--- config.mk ---
export PLATFORM = sky130hd
export DESIGN_NAME = cr16_control_fsm
export DESIGN_NICKNAME = d
export VERILOG_FILES = /design/src/rtl/cr16_control_fsm.sv
export SDC_FILE = /design/constraint.sdc
export NUM_CORES = 1
export LEC_CHECK = 0
export CAP_MARGIN = 20
export CORE_MARGIN = 4
export CORE_UTILIZATION = 55
export CTS_CLUSTER_SIZE = 25
export DETAILED_ROUTE_END_ITERATION = 6
export DONT_BUFFER_PORTS = 1
export PLACE_DENSITY_LB_ADDON = 0.3
export SETUP_SLACK_MARGIN = 0.4
export SLEW_MARGIN = 20
export SYNTH_ARGS = -nofsm -noshare
export SYNTH_HDL_FRONTEND = slang
export SYNTH_SLANG_ARGS = --single-unit
--- constraint.sdc ---
create_clock -name clk -period 2.15 [get_ports clk]
set_clock_uncertainty 0.05 [all_clocks]
set_input_delay 0.43 -clock clk [delete_from_list [all_inputs] [get_ports clk]]
set_output_delay 0.43 -clock clk [all_outputs]
set_load 0.005 [all_outputs]
--- src/rtl/cr16_control_fsm.sv ---
// cr16_control_fsm
//   Multicycle Moore control unit for the 16-bit CR16-subset datapath.
//   Sequences fetch / decode / execute / memory / writeback and drives every
//   datapath control input, plus the memory write strobe.
//
// Ports
//   clk             system clock
//   reset           synchronous, active-low reset
//   instr           latched instruction from the datapath
//   psr             flag register: C=0, L=2, F=5, Z=6, N=7
//   PCEN .. jalEN   1-bit datapath controls
//   shiftAmt        shift amount field (instr[3:0])
//   shifterControl  shifter operation (ext field)
//   ALUcond         ALU operation (ext for R-type, op for immediates)
//   chooseResult    result mux: 00 shift, 01 ALU, 10 pcALU, 11 Rlink
//   memWrite        one-cycle memory write strobe
module cr16_control_fsm #(
    parameter int WIDTH   = 16,
    parameter int REGBITS = 4
) (
    input  logic               clk,
    input  logic               reset,
    input  logic [WIDTH-1:0]   instr,
    input  logic [7:0]         psr,
    output logic               PCEN,
    output logic               PSREN,
    output logic               nextInstruction,
    output logic               updateAddress,
    output logic               StoreReg,
    output logic               WriteData,
    output logic               regWrite,
    output logic               ZeroExtend,
    output logic               PCinstruction,
    output logic               SrcB,
    output logic               resultEn,
    output logic               immediateRegEN,
    output logic               jumpEN,
    output logic               BranchEN,
    output logic               jalEN,
    output logic [REGBITS-1:0] shiftAmt,
    output logic [REGBITS-1:0] shifterControl,
    output logic [REGBITS-1:0] ALUcond,
    output logic [1:0]         chooseResult,
    output logic               memWrite
);

    typedef enum logic [3:0] {
        FETCH,
        FWAIT,
        DECODE,
        ALU_EX,
        SH_EX,
        WB,
        PCUP,
        LD_ADDR,
        LD_WAIT,
        LD_WB,
        ST,
        BR,
        JC,
        JAL_EX,
        JAL_WB
    } state_t;

    state_t state, nextState;

    logic [3:0] op, ext, condCode, aluCode;
    logic       isRtype, isImmAlu, isZext, setsFlags, isCmp, taken;
    logic       unusedPsr;

    assign op       = instr[15:12];
    assign condCode = instr[11:8];
    assign ext      = instr[7:4];

    // Flags not referenced by any condition code.
    assign unusedPsr = ^{psr[4:3], psr[1]};

    always_comb begin
        isRtype  = (op == 4'b0000);
        isImmAlu = 1'b0;
        case (op)
            4'b0001, 4'b0010, 4'b0011, 4'b0101,
            4'b1001, 4'b1011, 4'b1101: isImmAlu = 1'b1;
            default:                   isImmAlu = 1'b0;
        endcase
        isZext    = (op == 4'b0001) || (op == 4'b0010) || (op == 4'b0011);
        aluCode   = isRtype ? ext : op;
        setsFlags = (aluCode == 4'b0101) || (aluCode == 4'b1001) || (aluCode == 4'b1011);
        isCmp     = (aluCode == 4'b1011);
    end

    // Branch/jump condition evaluation; unlisted codes are never taken.
    always_comb begin
        case (condCode)
            4'b0000: taken = psr[6];
            4'b0001: taken = ~psr[6];
            4'b0010: taken = psr[0];
            4'b0011: taken = ~psr[0];
            4'b0110: taken = psr[7];
            4'b0111: taken = ~psr[7];
            4'b1000: taken = psr[5];
            4'b1001: taken = ~psr[5];
            4'b1010: taken = psr[2];
            4'b1011: taken = ~psr[2];
            4'b1110: taken = 1'b1;
            default: taken = 1'b0;
        endcase
    end

    always_ff @(posedge clk) begin
        if (!reset) state <= FETCH;
        else        state <= nextState;
    end

    always_comb begin
        nextState       = FETCH;
        PCEN            = 1'b0;
        PSREN           = 1'b0;
        nextInstruction = 1'b0;
        updateAddress   = 1'b1;
        StoreReg        = 1'b0;
        WriteData       = 1'b0;
        regWrite        = 1'b0;
        ZeroExtend      = 1'b0;
        PCinstruction   = 1'b0;
        SrcB            = 1'b0;
        resultEn        = 1'b0;
        immediateRegEN  = 1'b0;
        jumpEN          = 1'b0;
        BranchEN        = 1'b0;
        jalEN           = 1'b0;
        shiftAmt        = '0;
        shifterControl  = '0;
        ALUcond         = '0;
        chooseResult    = 2'b00;
        memWrite        = 1'b0;

        case (state)
            FETCH: nextState = FWAIT;
            FWAIT: begin
                nextInstruction = 1'b1;
                nextState       = DECODE;
            end
            DECODE: begin
                immediateRegEN = 1'b1;
                ZeroExtend     = isZext;
                if (isRtype || isImmAlu) nextState = ALU_EX;
                else if (op == 4'b0100) begin
                    case (ext)
                        4'b0000: nextState = LD_ADDR;
                        4'b0100: nextState = ST;
                        4'b1000: nextState = JAL_EX;
                        4'b1100: nextState = JC;
                        default: nextState = PCUP;
                    endcase
                end
                else if (op == 4'b1000) nextState = SH_EX;
                else if (op == 4'b1100) nextState = BR;
                else                    nextState = PCUP;
            end
            ALU_EX: begin
                resultEn     = 1'b1;
                chooseResult = 2'b01;
                SrcB         = isRtype;
                PSREN        = setsFlags;
                ALUcond      = REGBITS'(aluCode);
                nextState    = isCmp ? PCUP : WB;
            end
            SH_EX: begin
                resultEn       = 1'b1;
                chooseResult   = 2'b00;
                SrcB           = (ext == 4'b0100);
                shifterControl = REGBITS'(ext);
                shiftAmt       = REGBITS'(instr[3:0]);
                nextState      = WB;
            end
            WB: begin
                regWrite  = 1'b1;
                WriteData = 1'b1;
                nextState = PCUP;
            end
            PCUP: begin
                PCinstruction = 1'b1;
                PCEN          = 1'b1;
                nextState     = FETCH;
            end
            LD_ADDR: begin
                updateAddress = 1'b0;
                nextState     = LD_WAIT;
            end
            LD_WAIT: begin
                updateAddress = 1'b0;
                nextState     = LD_WB;
            end
            LD_WB: begin
                regWrite  = 1'b1;
                nextState = PCUP;
            end
            ST: begin
                updateAddress = 1'b0;
                StoreReg      = 1'b1;
                memWrite      = 1'b1;
                nextState     = PCUP;
            end
            BR: begin
                PCinstruction = 1'b1;
                PCEN          = 1'b1;
                BranchEN      = taken;
                nextState     = FETCH;
            end
            JC: begin
                SrcB          = 1'b1;
                PCEN          = 1'b1;
                jumpEN        = taken;
                PCinstruction = ~taken;
                nextState     = FETCH;
            end
            JAL_EX: begin
                SrcB         = 1'b1;
                jalEN        = 1'b1;
                chooseResult = 2'b11;
                resultEn     = 1'b1;
                PCEN         = 1'b1;
                nextState    = JAL_WB;
            end
            JAL_WB: begin
                regWrite  = 1'b1;
                WriteData = 1'b1;
                nextState = FETCH;
            end
            default: nextState = FETCH;
        endcase

        // Reset suppresses every state-changing strobe so an interrupted
        // instruction cannot leave a partial write behind.
        if (!reset) begin
            PCEN            = 1'b0;
            PSREN           = 1'b0;
            nextInstruction = 1'b0;
            regWrite        = 1'b0;
            memWrite        = 1'b0;
            resultEn        = 1'b0;
            immediateRegEN  = 1'b0;
        end
    end

endmodule
## After elaboration in Yosys (flattened, before gate mapping)

Cells that the tools add are included.

- Reductions and logical operators: 18
- Multiplexer cells: 36
- Equal/unequal tests: 40
- Bitwise logic cells: 6

Operators by type and width:

| operator | number |
|---|---|
| $eq A4 B4 Y1 const B | 21 |
| $eq A4 B3 Y1 const B | 10 |
| $pmux W4 S9 | 1 |
| $mux W4 | 8 |
| $eq A4 B2 Y1 const B | 6 |
| $mux W1 | 21 |
| $logic_not A4 Y1 | 4 |
| $pmux W4 S4 | 1 |
| $eq A4 B1 Y1 const B | 3 |
| $reduce_or A3 Y1 | 4 |
| $pmux W1 S11 | 1 |
| $reduce_or A7 Y1 | 1 |
| $not A1 Y1 | 6 |
| $reduce_or A2 Y1 | 3 |
| $logic_or A1 B1 Y1 | 5 |
| $pmux W2 S2 | 1 |
| $reduce_or A4 Y1 | 1 |
| $pmux W1 S3 | 1 |
| $mux W2 | 1 |
| $pmux W1 S2 | 1 |

- Bits in registers: 4
- Bits of input ports: 26
- Output and inout port bits: 30
- Logic and storage cells: 101

## Logic depth before layout (Yosys ltp)

Gate-level depths: netlist of the first run.

- Word-level depth: 7
- Depth in mapped cells: 6
- Gate-level depth less buffers: 4

## Worst setup path before layout of the first run

No wires, ideal clock.

- Kind: input to output
- Start point: input instr[13]
- End point: output PSREN
- Stages on the path: 5
- Arrival time: 1,281 ps
- Required time: 1,670 ps
- Buffers on the path: 1
- Path slack: 389 ps
- Cells stage by stage: buf_6 -> nor2_1 -> a31oi_1 -> o22ai_1 -> and3_2

- Word-level cells in the longest chain between the ends: 7
- Elaborated cells between the ends (all ways): 9
- Classes of those cells: eq/ne (3); mux (3); reduce/logical (3)

RTL lines:

| item | RTL line | source |
|---|---|---|
| start: declaration | 23 | `input logic [WIDTH-1:0] instr,` |
| $logic_not A4 Y1 | 79 | `isRtype = (op == 4'b0000);` |
| $mux W4 (*) | 87 | `aluCode = isRtype ? ext : op;` |
| $eq A4 B3 Y1 / $eq A4 B4 Y1 (equally long branches) | 88 | `setsFlags = (aluCode == 4'b0101) \|\| (aluCode == 4'b1001) \|\| (aluCode == 4'b1011);` |
| $logic_or A1 B1 Y1 | 88 |  |
| $logic_or A1 B1 Y1 (*) | 88 |  |
| $mux W1 (*) | 138 | `case (state)` |
| $mux W1 (*) | 236 | `if (!reset) begin` |
| end: declaration | 26 | `output logic PSREN,` |

Every way passes the cells marked *; elsewhere a longest branch is shown, timed or not.

## Worst setup path in the final report of the first run

- Start point: register state[2]
- End point: output PSREN

- Word-level cells in the longest chain between the ends: 3

RTL lines:

| item | RTL line | source |
|---|---|---|
| start: declaration | 65 | `state_t state, nextState;` |
| start signal: assignment | 112 | `else state <= nextState;` |
| $eq A4 B2 Y1 | 138 |  |
| $mux W1 | 138 |  |
| $mux W1 | 236 |  |

Every way passes these cells.

==> results of run 1 <==
==> per-stage QoR <==
step / worst slack, ns / hold WS (ns) / util / cell area [sq um]
final: 0.3664 / 0.3249 / 0.7365 / 1122
after global routing: 0.3078 / 0.3243 / 0.7365 / 1122
after CTS: 0.3576 / 0.3186 / 0.6814 / 1039
after detailed placement: 0.2486 / 0.5695 / 0.5747 / 875.8
after global placement: 0.2794 / 0.5732 / 0.5747 / 875.8
after floorplan: 0.4233 / 0.6012 / - / 897.1
==> logic make-up (layout without fill, tap and decap cells) <==
kind of cell,after synthesis,count (layout),synth area share
simple gates,59,59,0.4084
compound gates,44,44,0.3539
buf+inv,16,24,0.09649
flops,4,4,0.08951
xor+xnor,3,3,0.02938
mux,2,2,0.02238
==> how the worst min path moves through the flow <==
stage | end | cells past startpoint
finish | state[3]$_SDFF_PN0_ | 2
global route | state[3]$_SDFF_PN0_ | 2
CTS | state[3]$_SDFF_PN0_ | 2
detailed placement | state[3]$_SDFF_PN0_ | 2
global placement | state[3]$_SDFF_PN0_ | 2
floorplan | state[3]$_SDFF_PN0_ | 2
==> what timing repair did <==
item,4_1_cts,5_1_grt
gates resized for setup,22,12
setup endpoints to repair,31,18
setup buffers,7,5
pin swaps,5,4
==> power groups by stage <==
stage               Sequential (W)  Clock [W]  Combinational, W
floorplan                0.0000937          0          0.000222
global placement          0.000134          0          0.000209
detailed placement        0.000136          0          0.000214
finish                    0.000134  0.0000923          0.000343
CTS                       0.000141  0.0000948          0.000278
global route              0.000138   0.000105          0.000370
==> cell usage in the layout (no fill, tap or decap), types with 2 or more instances in the layout <==
cell,synthesis,routed
nor4b_4,1,2
nor2_1,14,13
a22oi_1,2,2
nand2b_4,0,3
nor4b_1,4,2
dfxtp_4,0,4
and2_1,9,9
a211o_1,2,2
a211oi_1,4,3
a21boi_1,0,2
nor4_1,3,3
o211ai_1,2,2
a21oi_1,4,4
nor2b_1,8,6
nand2_1,8,8
buf_4,2,13
clkbuf_4,0,3
xnor2_1,2,2
nor3_4,0,2
a31oi_1,5,5
a41oi_1,2,2
o21ai_0,8,7
inv_1,6,6
==> final cells by class <==
class	instances	area [sq um]
clock buffers	3	22.52
inverters	6	22.52
fillers	122	401.6
flip-flops and latches	4	95.09
repair buffers	15	128.9
well taps	16	20.02
multi-input cells	108	833.3
==> critical path: cells and delay by family, from the launching register on <==
| kind | cells | cell delay [ns] |
|---|---|---|
| AND/OR/NAND/NOR | 2 | 0.43 |
| AO/OA/AOI/OAI | 1 | 0.27 |
| flip-flops | 1 | 0.36 |
==> routing by layer <==
metal | share of wire | vias to the layer above | global-route usage | wire [um]
li1 | - | 495 | - | -
met3 | 0.092 | 0 | 0.06748 | 264
met2 | 0.51 | 41 | 0.4130 | 1473
met1 | 0.39 | 503 | 0.2626 | 1126
met5 | 0 | - | 0 | 0
met4 | 0 | 0 | 0.04147 | 0
==> synthesized netlist by cell type, types with 2 or more instances <==
cell,instances
xnor2_1,2
buf_2,3
nor4b_1,4
and2_1,9
a21oi_1,4
inv_1,6
a31oi_1,5
nand2b_1,4
o211ai_1,2
a211o_1,2
nor2b_1,8
a21boi_0,3
buf_6,2
nor3_1,3
mux2i_1,2
a211oi_1,4
nand2_1,8
o21ai_0,8
dfxtp_1,4
a22oi_1,2
nor2_1,14
nor4_1,3
a41oi_1,2
clkbuf_1,2
buf_4,2
==> impl_metrics.py, run 1 <==
metrics = {
    "timing": {
        "setup_violations": 0,
        "tns_ns": 0,
        "hold_violations": 0,
        "finalMaxSlewViolations": 0,
        "relSlewSlack": 0.7452,
        "maxClockFrequency_mhz": 560.7,
        "period_needed_ns": 1.784,
        "tightest_slew_ns": 0.3787,
        "period_share": 0.8296,
        "rsz0062_at_grt": "true",
    },
    "layout": {
        "layoutNonFillerInstCount": 152,
        "largest_reg_flops": 4,
        "largest_register": "state",
        "areaGrowthSynthToFinish_pct": 25.45,
        "nets": 164,
        "top_regs": "state (4)",
        "final_layout_size_suffix_gt1_frac": 0.3015,
        "antenna_cells": 0,
    },
    "global_route": {
        "grt_pass1_wl_um": 4505,
        "grtUsageTotal": 0.2288,
        "overflow": 0,
        "grt_pass1_vias": 977,
        "grt_max_degree": 15,
        "antenna_found_initial": 0,
    },
    "floorplan": {
        "rows": 14,
        "core_sq_um": 1524,
        "start_util": 0.5870,
        "die_h_um": 48.33,
        "dieArea_sq_um": 2336,
        "die_w_um": 48.33,
        "io_pins": 56,
    },
    "worst_setup_path": {
        "r2r_start": "state[2]$_SDFF_PN0_",
        "rrSetupSlack_ns": 0.55,
        "critPathKind": "register to primary output",
        "slowest_delay_ns": 0.36,
        "crit_path_max_fanout": 7,
        "cp_data_arrival_time_ns": 1.30,
        "crit_chain": "nand4bb_4 > o21ba_4 > and3_4",
        "rr_endpoint": "state[1]$_SDFF_PN0_",
        "crit_start": "state[2]$_SDFF_PN0_",
        "worstSetupEndpoint": "PSREN",
        "r2r_cells": 4,
        "worstPathRequired_ns": 1.67,
        "critPathSlowestCell": "dfxtp_4",
        "crit_path_end_kind": "primary output",
        "critPathLaunchType": "register",
    },
    "power_and_ir_drop": {
        "p_total_w": 0.0005696,
        "share_seq_of_total_power": 0.236,
        "p_int_w": 0.0003323,
        "p_per_area_nw_per_um2": 507.5,
        "switching_power_w": 0.0002372,
        "p_comb_frac": 0.602,
        "switching_share": 0.4165,
        "power.leakage_nw": 0.4059,
        "vdd_drop_max_v": 0.0002799,
        "clkPwrFrac": 0.162,
    },
    "synth": {
        "syn_area_per_cell_sq_um": 6.989,
        "synth_edf_count": 0,
        "ys_async_sr_fraction": 0,
        "synth_seq_cells": 4,
        "yosysWarnings": 0,
        "synthCells": 128,
        "synth_flop_cell": "dfxtp_1",
        "synth_seq_area_share": 0.08951,
        "syn-cell-area_sq_um": 894.6,
        "synthTopCellsByArea": "dfxtp_1 (9.0%), and2_1 (6.3%), nor2_1 (5.9%)",
        "yosysTopAreaCell": "dfxtp_1",
        "synth_top_area_share": 0.08951,
        "synthesis.nets": 154,
        "synth_cell_types": 45,
    },
    "routing": {
        "dr.first_iter.drc_count": 19,
        "ant_nets": 0,
        "num_vias": 1039,
        "wirelength_um": 2864,
        "drtPass1Iterations": 4,
        "via_per_inst": 6.836,
        "drc_errors": 0,
        "post_drt_wl_per_cell_um": 18.84,
    },
    "clock_network": {
        "cts_buffer_depth": 2,
        "clock-root-buffer": "clkbuf_4",
        "cts-htree-levels": 1,
        "clkSinkCount": 4,
        "cts_tree": "built",
        "ctsHoldBuffers": 0,
        "clock_latency_ns": 0.24,
        "cts_buffers": 3,
        "clk_pin_slew_worst_paths_ns": 0.04,
    },
    "job": {
        "maxCapViolations": 0,
    },
    "min_path": {
        "hold_start": "instr[14]",
        "holdCritPathClass": "input pin to register",
    },
    "placed_design": {
        "place.port_buffers": 0,
        "place_inst": 137,
        "dp_hpwl_um": 1950,
        "gp_congestion": 0.7955,
    },
    "run_status": {
        "status": "complete, no violations",
    },
}
Power figures use the tool's default switching activity.
==> inputs of run 2 (changes only) <==
- clock period: 2.15 -> 1.77 ns (I/O delays scaled with it)
==> impl_metrics.py, run 2 (synthesized netlist as in run 1, its figures left out) <==
metrics = {
    "layout": {
        "layoutNonFillerInstCount": 163,
        "layout_common_cells": "buf_4 (17), nor2_1 (7), and2_1 (6)",
        "final_layout_size_suffix_gt1_frac": 0.5442,
        "nets": 175,
        "largest_register": "state",
        "final_common_cell": "buf_4",
        "top_regs": "state (4)",
        "areaGrowthSynthToFinish_pct": 57.20,
        "largest_reg_flops": 4,
        "antenna_cells": 0,
        "fill_cells": 54,
    },
    "run_status": {
        "violations": "negative setup slack",
        "status": "complete, but fails checks",
    },
    "floorplan": {
        "die_h_um": 48.33,
        "io_pins": 56,
        "core_sq_um": 1524,
        "die_w_um": 48.33,
        "start_util": 0.5870,
        "rows": 14,
        "dieArea_sq_um": 2336,
    },
    "global_route": {
        "grt_pass1_wl_um": 5326,
        "grt_max_degree": 14,
        "overflow": 0,
        "met1_usage": 0.3346,
        "grt_busiest_layer": "met2",
        "use_met2": 0.4435,
        "grt_use_met3": 0.06442,
        "grt_pass1_vias": 1145,
        "antenna_found_initial": 0,
        "grtUsageTotal": 0.2741,
    },
    "worst_setup_path": {
        "crit_path_end_kind": "primary output",
        "critPathKind": "register to primary output",
        "rr_endpoint": "state[1]$_SDFF_PN0_",
        "crit_path_max_fanout": 8,
        "worstSetupEndpoint": "resultEn",
        "rrSetupSlack_ns": 0.23,
        "crit_start": "state[0]$_SDFF_PN0_",
        "worstPathRequired_ns": 1.37,
        "cp_data_arrival_time_ns": 1.39,
        "r2r_cells": 4,
        "r2r_start": "state[3]$_SDFF_PN0_",
        "critPathLaunchType": "register",
    },
    "power_and_ir_drop": {
        "vdd_drop_max_v": 0.0006872,
        "switching_share": 0.4713,
        "p_comb_frac": 0.661,
        "switching_power_w": 0.0004337,
        "p_int_w": 0.0004865,
        "clkPwrFrac": 0.147,
        "power.leakage_nw": 0.4963,
        "p_per_area_nw_per_um2": 654.3,
        "share_seq_of_total_power": 0.193,
    },
    "routing": {
        "wirelength_um": 4529,
        "dr.first_iter.drc_count": 74,
        "via_per_inst": 8.031,
        "num_vias": 1309,
        "ant_nets": 0,
        "drtPass1Iterations": 4,
        "drc_errors": 0,
        "post_drt_wl_per_cell_um": 27.79,
    },
    "min_path": {
        "holdCritPathClass": "input pin to register",
    },
    "clock_network": {
        "cts-htree-levels": 1,
        "clk_pin_slew_worst_paths_ns": 0.04,
        "cts_tree": "built",
        "cts_buffers": 3,
        "cts_buffer_depth": 2,
        "clock-root-buffer": "clkbuf_4",
        "ctsHoldBuffers": 0,
        "clock_latency_ns": 0.26,
        "clkSinkCount": 4,
    },
    "placed_design": {
        "place_inst": 145,
        "place.port_buffers": 0,
        "gp_congestion": 0.8553,
        "dp_hpwl_um": 2067,
    },
    "timing": {
        "relSlewSlack": 0.6136,
        "tightest_slew_ns": 0.5724,
        "hold_violations": 0,
        "tns_ns": -0.02173,
        "maxClockFrequency_mhz": 558.1,
        "rsz0062_at_grt": "true",
        "finalMaxSlewViolations": 0,
        "fin_ws_ns": -0.02173,
        "period_share": 1.012,
        "setup_violations": 1,
        "period_needed_ns": 1.792,
    },
    "job": {
        "maxCapViolations": 0,
    },
}
[run 2: cell types whose count changed in the layout (fill, tap and decap cells not counted), sizes merged]
cell and delta:
buf +11
[run 2: layer usage]
layer	up-vias	wire length [um]
li1	525	-
met1	599	1555
met2	143	2080
met3	42	521
met4	0	371
met5	-	0
[run 2: how the worst min path moves through the flow]
stage / startpoint / end / slack (ns) / cells after the start
3_5_place_dp: instr[14] / state[3]$_SDFF_PN0_ / 0.51 / 2
5_1_grt: instr[14] / state[3]$_SDFF_PN0_ / 0.24 / 2
6_report: instr[14] / state[3]$_SDFF_PN0_ / 0.24 / 2
4_1_cts: instr[14] / state[3]$_SDFF_PN0_ / 0.26 / 2
2_1_floorplan: reset / state[3]$_SDFF_PN0_ / 0.53 / 2
3_3_place_gp: instr[14] / state[3]$_SDFF_PN0_ / 0.51 / 2
[run 2: timing repair]
action | 4_1_cts | 5_1_grt
pin swaps | 13 | 17
setup buffers | 8 | 7
setup endpoints to repair | 34 | 34
resized for setup | 48 | 29
[run 2: layout make-up]
type                            count  area [sq um]  share of cell area
Clock buffer                        3         22.52             0.01601
Inverter                            6         27.53             0.01957
Multi-Input combinational cell    108         987.2              0.7020
Sequential cell                     4         95.09             0.06762
Tap cell                           16         20.02             0.01423
Timing Repair Buffer               26         254.0              0.1806
[run 2: critical path, stage by stage (launching register included)]
cell,delay (ns)
dfxtp_4,0.40
buf_8,0.16
nor2_1,0.19
o21ai_1,0.14
a21boi_1,0.23
[run 2: per-stage QoR]
step	power (W)	setup WS (ns)	area, sq um	hold WS, ns	util
detailed placement	0.0004786	0.1539	984.7	0.5136	0.6461
CTS	0.0007626	0.1083	1244	0.2628	0.8161
global route	0.0009598	-0.06232	1406	0.2388	0.9228
global placement	0.0004688	0.1997	984.7	0.5103	0.6461
finish	0.0009202	-0.02173	1406	0.2420	0.9228
floorplan	0.0004231	0.2337	962.2	0.5252	-
[run 2: power groups by stage]
stage / Clock [W] / Combinational, W / Sequential, W
after detailed placement: 0 / 0.000328 / 0.000151
after floorplan: 0 / 0.000308 / 0.000115
final: 0.000135 / 0.000608 / 0.000177
after CTS: 0.000119 / 0.000480 / 0.000164
after global placement: 0 / 0.000319 / 0.000149
after global routing: 0.000147 / 0.000634 / 0.000179
==> inputs of run 3 (changes only) <==
- REMOVE_ABC_BUFFERS: not set -> 1
==> impl_metrics.py, run 3 (synthesized netlist as in run 1, its figures left out) <==
metrics = {
    "layout": {
        "post-route-util": 0.8530,
        "largest_register": "state",
        "top_regs": "state (4)",
        "largest_reg_flops": 4,
        "antenna_cells": 0,
        "areaGrowthSynthToFinish_pct": 45.32,
        "nets": 172,
        "final_common_cell": "buf_4",
        "final_layout_size_suffix_gt1_frac": 0.4722,
        "layout_common_cells": "buf_4 (12), buf_6 (11), nor2_1 (8)",
    },
    "job": {
        "maxCapViolations": 0,
    },
    "timing": {
        "hold_violations": 0,
        "tns_ns": 0,
        "maxClockFrequency_mhz": 566.7,
        "tightest_slew_ns": 0.5391,
        "rsz0062_at_grt": "true",
        "relSlewSlack": 0.6390,
        "setup_violations": 0,
        "period_needed_ns": 1.765,
        "period_share": 0.9969,
        "finalMaxSlewViolations": 0,
    },
    "routing": {
        "post_drt_wl_per_cell_um": 23.06,
        "wl_met3_um": 356,
        "drc_errors": 0,
        "dr.first_iter.drc_count": 68,
        "via_per_inst": 7.575,
        "drtPass1Iterations": 5,
        "wl_met1_um": 1389,
        "dr.max_layer_used": "met4",
        "num_vias": 1212,
        "dr_wl_met2_um": 1836,
        "wirelength_um": 3690,
        "ant_nets": 0,
    },
    "floorplan": {
        "io_pins": 56,
        "die_h_um": 48.33,
        "dieArea_sq_um": 2336,
        "die_w_um": 48.33,
        "rows": 14,
        "core_sq_um": 1524,
        "start_util": 0.5870,
    },
    "worst_setup_path": {
        "worstPathBufferInverterCount": 1,
        "worstSetupEndpoint": "PCEN",
        "crit_path_max_fanout": 8,
        "crit_start": "state[0]$_SDFF_PN0_",
        "critPathKind": "register to primary output",
        "crit_path_end_kind": "primary output",
        "slowest_delay_ns": 0.41,
        "rr_endpoint": "state[3]$_SDFF_PN0_",
        "crit_family": "flip-flops",
        "r2r_cells": 7,
        "crit_chain": "buf_6 > mux2i_2 > a21oi_1 > nor2b_1",
        "cp.depth": 4,
        "cp_data_arrival_time_ns": 1.36,
        "critPathLaunchType": "register",
        "worstPathRequired_ns": 1.37,
        "rrSetupSlack_ns": 0.14,
        "critPathSlowestCell": "dfxtp_4",
        "r2r_start": "state[0]$_SDFF_PN0_",
    },
    "placed_design": {
        "gp_congestion": 0.9017,
        "place.port_buffers": 0,
        "dp_hpwl_um": 2018,
    },
    "clock_network": {
        "cts_tree": "built",
        "cts_buffer_depth": 2,
        "clock-root-buffer": "clkbuf_4",
        "clkSinkCount": 4,
        "clock_latency_ns": 0.26,
        "cts-htree-levels": 1,
        "ctsHoldBuffers": 0,
        "clk_pin_slew_worst_paths_ns": 0.05,
        "cts_buffers": 3,
    },
    "power_and_ir_drop": {
        "power.leakage_nw": 0.4671,
        "p_per_area_nw_per_um2": 647.6,
        "vdd_drop_max_v": 0.0004210,
    },
    "run_status": {
        "status": "complete, no violations",
    },
    "global_route": {
        "grt_max_degree": 14,
        "grtUsageTotal": 0.2529,
        "grt_pass1_wl_um": 4919,
        "grt_pass1_vias": 999,
        "antenna_found_initial": 0,
        "overflow": 0,
    },
    "min_path": {
        "holdCritPathClass": "input pin to register",
    },
}
-- run 3: worst min-delay path by stage --
stage                          end  slack, ns  cells after the start       from
3_5_place_dp   state[3]$_SDFF_PN0_       0.48                      2  instr[14]
6_report       state[3]$_SDFF_PN0_       0.25                      2  instr[14]
5_1_grt        state[3]$_SDFF_PN0_       0.27                      2  instr[14]
4_1_cts        state[3]$_SDFF_PN0_       0.23                      2  instr[14]
2_1_floorplan  state[3]$_SDFF_PN0_       0.46                      2  instr[14]
3_3_place_gp   state[3]$_SDFF_PN0_       0.48                      2  instr[14]
-- run 3: cell type report --
cell class | count | area, sq um
clock buffer | 3 | 22.52
fill | 71 | 224.0
timing repair buffer | 23 | 214.0
inverter | 6 | 22.52
sequential | 4 | 95.09
tap | 16 | 20.02
multi-input combinational | 108 | 925.9
-- run 3: power by group --
group | switching [W] | total, W | internal (W)
clock network | 0.0000498 | 0.000126 | 0.0000766
registers | 0.0000513 | 0.000165 | 0.000114
logic | 0.000273 | 0.000551 | 0.000278
-- run 3: what timing repair did --
action,4_1_cts,5_1_grt
setup buffers,8,3
resized for setup,59,14
pin swaps,14,14
endpoints found under the setup margin,34,34
-- run 3: metal layers --
layer  vias up  GRT usage
met5         -          0
li1        516          -
met1       584     0.3171
met2        97     0.4022
met3        15    0.07975
met4         0    0.08756
-- run 3: per-stage QoR --
stage               std cells  setup slack, ns  hold WS, ns  instance area [sq um]  total power (W)
floorplan                 118          0.06026       0.4631                  830.8        0.0003493
global placement          146           0.1068       0.4784                  940.9        0.0004561
detailed placement        146          0.06354       0.4847                  940.9        0.0004677
CTS                       157           0.1018       0.2307                   1235        0.0007595
global route              160         -0.02261       0.2724                   1300        0.0008834
finish                    160         0.005441       0.2521                   1300        0.0008418
